==> config.mk <==
export PLATFORM = sky130hd
export DESIGN_NAME = demux_sel_sequencer
export DESIGN_NICKNAME = d
export VERILOG_FILES = /design/src/rtl/demux_seq_pkg.sv /design/src/rtl/demux_sel_sequencer.sv
export SDC_FILE = /design/constraint.sdc
export NUM_CORES = 1
export LEC_CHECK = 0
export ABC_CLOCK_PERIOD_IN_PS = 1710
export CAP_MARGIN = 20
export CORE_MARGIN = 1
export CORE_UTILIZATION = 45
export DETAILED_ROUTE_END_ITERATION = 10
export PLACE_DENSITY_LB_ADDON = 0.12
export SYNTH_ARGS = -nofsm -noshare
export SYNTH_HDL_FRONTEND = slang
export SYNTH_SLANG_ARGS = --single-unit
==> constraint.sdc <==
create_clock -name clk -period 1.71 [get_ports clk]
set_input_delay 0.342 -clock clk [delete_from_list [all_inputs] [get_ports clk]]
set_output_delay 0.342 -clock clk [all_outputs]
set_load 0.005 [all_outputs]
==> src/rtl/demux_seq_pkg.sv <==
// ---------------------------------------------------------------------------
// demux_seq_pkg
//   Shared types and constants for the 1:8 de-mux feeder (demux_sel_sequencer).
//   seq_state_t : sequencer FSM states (IDLE, SHIFT, DONE)
//   DEMUX_CH    : channel count of the downstream de-mux
//   DEMUX_SEL_W : select width matching DEMUX_CH
// ---------------------------------------------------------------------------
package demux_seq_pkg;

    typedef enum logic [1:0] {
        IDLE  = 2'd0,
        SHIFT = 2'd1,
        DONE  = 2'd2
    } seq_state_t;

    localparam int DEMUX_CH    = 8;
    localparam int DEMUX_SEL_W = 3;

endpackage : demux_seq_pkg

==> src/rtl/demux_sel_sequencer.sv <==
// ---------------------------------------------------------------------------
// demux_sel_sequencer
//   Upstream feeder for the 1:8 de-mux. Takes one NUM_CH-bit word per
//   valid/ready handshake and serialises it onto demux_in while walking sel
//   across every channel, so bit i of the word lands on de-mux output i.
//   Pulses frame_done for one cycle once the last channel has been driven.
//   Connects to demux_1to8 as: sel -> sel, demux_in -> in.
//
// Configuration macro:
//   DEMUX_SEQ_MSB_FIRST_EN  defined   : channels driven NUM_CH-1 down to 0
//                           undefined : channels driven 0 up to NUM_CH-1
//   Handshake, latency and frame_done timing are the same in both builds.
//
// Ports:
//   clk          in   1       single clock, rising edge
//   rst          in   1       asynchronous, active-high reset
//   data_in      in   NUM_CH  word to serialise
//   data_valid   in   1       data_in valid
//   data_ready   out  1       word can be accepted (IDLE only, low in reset)
//   step_en      in   1       downstream may take a bit this cycle; low = stall
//   sel          out  SEL_W   de-mux select (registered)
//   demux_in     out  1       de-mux serial input (IDLE_LEVEL when not valid)
//   demux_valid  out  1       sel/demux_in carry a real bit this cycle
//   frame_done   out  1       one-cycle pulse: word fully delivered
//   busy         out  1       high in SHIFT or DONE
// ---------------------------------------------------------------------------
module demux_sel_sequencer
    import demux_seq_pkg::*;
#(
    parameter int   NUM_CH     = DEMUX_CH,
    parameter int   SEL_W      = $clog2(NUM_CH),
    parameter logic IDLE_LEVEL = 1'b0
) (
    input  logic              clk,
    input  logic              rst,
    input  logic [NUM_CH-1:0] data_in,
    input  logic              data_valid,
    output logic              data_ready,
    input  logic              step_en,
    output logic [SEL_W-1:0]  sel,
    output logic              demux_in,
    output logic              demux_valid,
    output logic              frame_done,
    output logic              busy
);

    localparam logic [SEL_W-1:0] LAST_CNT = SEL_W'(NUM_CH - 1);

    seq_state_t        state, state_nx;
    logic [SEL_W-1:0]  cnt;
    logic [SEL_W-1:0]  cnt_inc;
    logic [SEL_W-1:0]  sel_q;
    logic [NUM_CH-1:0] word;
    logic              accept;

    // Map the bit counter onto a channel index; the counter itself always
    // runs upward so the DONE decision is identical in both builds.
    function automatic logic [SEL_W-1:0] idx_of(input logic [SEL_W-1:0] c);
`ifdef DEMUX_SEQ_MSB_FIRST_EN
        return LAST_CNT - c;
`else
        return c;
`endif
    endfunction

    assign cnt_inc = cnt + SEL_W'(1);
    assign accept  = (state == IDLE) && data_valid && !rst;
    assign sel     = sel_q;

    // State register.
    // NOTE: sequential state uses non-blocking (<=) so every flop samples
    // pre-edge values; blocking here would create order-dependent races.
    always_ff @(posedge clk or posedge rst) begin
        if (rst) begin
            state <= IDLE;
        end else begin
            state <= state_nx;
        end
    end

    // Next-state and output decode.
    // NOTE: every signal gets a default at the top of the block, so no path
    // leaves one unassigned and no latch is inferred.
    always_comb begin
        state_nx    = state;
        data_ready  = 1'b0;
        demux_valid = 1'b0;
        demux_in    = IDLE_LEVEL;
        frame_done  = 1'b0;
        busy        = 1'b0;

        case (state)
            IDLE: begin
                // Gated by rst so the handshake is closed while in reset.
                data_ready = !rst;
                if (accept) begin
                    state_nx = SHIFT;
                end
            end
            SHIFT: begin
                busy        = 1'b1;
                demux_valid = step_en;
                if (step_en) begin
                    demux_in = word[idx_of(cnt)];
                    if (cnt == LAST_CNT) begin
                        state_nx = DONE;
                    end
                end
            end
            DONE: begin
                busy       = 1'b1;
                frame_done = 1'b1;
                state_nx   = IDLE;
            end
            default: begin
                state_nx = IDLE;
            end
        endcase
    end

    // Datapath: word capture, bit counter and registered select.
    // sel_q is loaded one edge ahead so it already equals idx_of(cnt) in the
    // cycle that uses it, and drops back to 0 once the last bit is taken.
    always_ff @(posedge clk or posedge rst) begin
        if (rst) begin
            word  <= '0;
            cnt   <= '0;
            sel_q <= '0;
        end else if (accept) begin
            word  <= data_in;
            cnt   <= '0;
            sel_q <= idx_of('0);
        end else if ((state == SHIFT) && step_en) begin
            if (cnt == LAST_CNT) begin
                cnt   <= '0;
                sel_q <= '0;
            end else begin
                cnt   <= cnt_inc;
                sel_q <= idx_of(cnt_inc);
            end
        end
    end

endmodule : demux_sel_sequencer
==> run_results.csv <==
group,metric,value,unit
power,ir_worst_vdd,1100,uV
synthesis,syn_nets,75,
die,dieArea,1680,um2
grt,grt_pass1_vias,555,
synthesis,yosysWarnings,0,
power,power_frac_seq,36.1,%
drt,wl_per_cell,14.5,um
timing,maxSlewHeadroom,65.8,%
timing,period_share,108,%
placed_design,place_inst,102,
cells_and_area,fin_nets,112,
placed_design,pre_cts_slack,-0.423,ns
critical_path,crit_path_max_fanout,4,
placed_design,io_buffer_count,19,
synthesis,yosysTopAreaCell,"dfrtp_1",
clock_tree,clk_pin_slew,0.08,ns
power,p_leak,0.503,nW
drt,drt_pass1_iterations,4,
timing,fin_crit,1.85,ns
worst_hold_path,hold_path_class,"flip-flop to flip-flop",
cells_and_area,finalNonFillerCells,109,
run_status,violations,"negative setup slack",
clock_tree,clockBufferDepth,2,
cells_and_area,fin_util,78.6,%
power,comb_power_share,51.7,%
critical_path,critPathKind,"flip-flop to output port",
grt,grt_pass1_wl,2.30,mm
timing,drv_slew,0,
placed_design,gp_congestion,0.692,
synthesis,syn_avg_cell_area,11.8,um2
die,die_y,41.0,um
timing,final.setup.worst_slack,-0.144,ns
timing,worst_slew_pin_slew,0.512,ns
timing,rsz0062_at_grt,"yes",
timing,skew,0.00395,ns
drt,viasPerCell,5.07,
critical_path,crit_family,"multiplexers",
timing,holdWs,0.513,ns
synthesis,syn_inst,58,
cells_and_area,drive_above_1_share,41.5,%
critical_path,worstSetupStartpointType,"flip-flop",
clock_tree,cts-buffers-inserted,3,
grt,grt_overflow_total,0,
die,dieWidth,41.0,um
critical_path,crit_arrival,1.51,ns
die,core-area,1350,um2
critical_path,worst-path-buf-inv,1,
grt,grt_max_degree,14,
die,ios,20,
synthesis,yosysTopAreaCellShare,47.6,%
clock_tree,clkLatencyLatePin,0.27,ns
run,maxCapViolCount,0,
critical_path,critPathRequiredTime,1.37,ns
timing,fmax,0.539,GHz
clock_tree,h-tree-depth,1,
grt,gr-usage-all-layers,23.1,%
synthesis,synth_area,683,um2
cells_and_area,n_antenna_cell,0,
timing,finalSetupViolations,1,
power,power,1.50,mW
critical_path,crit_chain,"mux4_2 > nor2_4 > nor4_2 > buf_2",
placed_design,dp_hpwl,1.11,mm
critical_path,crit_path_end_kind,"output port",
die,floorplan.initialDensity,50.6,%
clock_tree,cts-root-buf,"clkbuf_4",
clock_tree,clock_sinks,13,
drt,drt_iter0_drc,3,
clock_tree,cts_hold_buffers,0,
power,powerDensity,1420,nW/um2
run_status,outcome,"finished, violations left",
drt,drc,0,
drt,drt-total-wl,1.58,mm
timing,finalHoldViolations,0,
synthesis,synth-seq-area-share,47.6,%
critical_path,cp_slowest_cell,"mux4_2",
cells_and_area,fill_cells,96,
synthesis,ys_top_cells_by_area,"dfrtp_1 (48%), mux2_2 (15%), ha_1 (9.2%)",
synthesis,ys_types,21,
grt,antenna_found_initial,0,
critical_path,max_stage_delay,0.54,ns
power,p_clk_share,12.3,%
power,p_sw_share,33.0,%
synthesis,synth-seq-cells,13,
clock_tree,cts_tree,"yes",
power,internal_power,1.01,mW
drt,ant_nets,0,
power,p_switching,0.496,mW
drt,via_count,553,
die,num_rows,13,
cells_and_area,syn_to_final_growth,55.3,%
## cell families (layout without fill, tap and decap cells)
logic type	count (synthesis)	after routing	synth area share, %
AND/OR/NAND/NOR	15	15	12.6
buffers and inverters	5	41	2.93
multiplexers	12	12	21.1
flip-flops	13	13	47.6
adder cells (fa/ha/maj)	5	5	9.16
AO/OA/AOI/OAI	8	8	6.59
## final timing paths
| path | startpoint | end | slack (ns) | cells past startpoint |
|---|---|---|---|---|
| worst max-delay path | sel[1] | demux_in | -0.14 | 4 |
| worst min-delay path | word[1] | word[1] | 0.51 | 1 |
| worst max register to register | state[1] | word[5] | 0.12 | 7 |
| worst min register to register | word[1] | word[1] | 0.51 | 1 |
| max in group asynchronous | rst | sel[0] | 0.73 | 3 |
| min in group asynchronous | rst | sel[2] | 0.61 | 3 |
## layer usage
| layer | vias to the layer above | GRT usage, % | wire, um |
|---|---|---|---|
| met4 | 0 | 10.0 | 14 |
| met1 | 265 | 27.3 | 672 |
| met2 | 12 | 38.7 | 828 |
| met5 | - | 0 | 0 |
| li1 | 274 | - | - |
| met3 | 2 | 6.52 | 63 |
## state kept, by name, indices dropped and copies added (netlist names)
signal / flops
sel: 3
state: 2
word: 8
## power groups by stage
| stage | combinational [mW] | sequential, mW | clock [mW] |
|---|---|---|---|
| after floorplan | 0.352 | 0.526 | 0 |
| final | 0.776 | 0.542 | 0.185 |
| after detailed placement | 0.679 | 0.537 | 0 |
| after CTS | 0.753 | 0.527 | 0.189 |
| after global placement | 0.661 | 0.525 | 0 |
| after global routing | 0.856 | 0.563 | 0.201 |
## per-stage QoR
| stage | setup TNS (ns) | area, um2 |
|---|---|---|
| final | -0.144 | 1060 |
| after global routing | -0.228 | 1060 |
| after CTS | -0.182 | 1050 |
| after detailed placement | -0.775 | 970 |
| after global placement | -0.723 | 970 |
| after floorplan | 0 | 683 |
## area by class of cell
cell class                 count  area, um2  area share (%)
multi-input combinational     40        385            36.3
clock buffer                   4       26.3            2.48
sequential                    13        328            30.9
tap                           15       18.8            1.77
timing repair buffer          33        288            27.1
inverter                       4       15.0            1.42
## cell usage in the layout, fill, tap and decap left out, types with 4 or more instances in the layout
master	n
clkdlybuf4s50_1	12
buf_4	11
dfrtp_1	11
mux2_2	9
a21oi_1	4
## worst reg2reg max path, stage by stage (launching register included)
cell and delay (ns):
dfrtp_1 0.38, inv_2 0.07, buf_6 0.12, ha_4 0.15, buf_4 0.14, nand3b_1 0.07
buf_4 0.19, mux2_2 0.36
## synth_stat cells
master    number
a21boi_0       1
a21o_1         1
a21oi_1        4
and2_1         1
and3_1         1
buf_2          1
dfrtp_1       13
ha_1           5
inv_1          4
mux2_2         9
mux2i_1        2
mux4_2         1
nand2_1        4
nand3_1        1
nand3b_1       1
nand4b_1       1
nor2_1         3
nor2b_1        1
nor3b_1        1
nor4_2         1
o21ai_0        2
## timing repair
item | in CTS | in global routing
pin swaps | 2 | 1
gates resized for setup | 23 | 8
setup buffers | 3 | 0
setup endpoints to repair | 7 | 7
(Power assumes the default switching activity.)
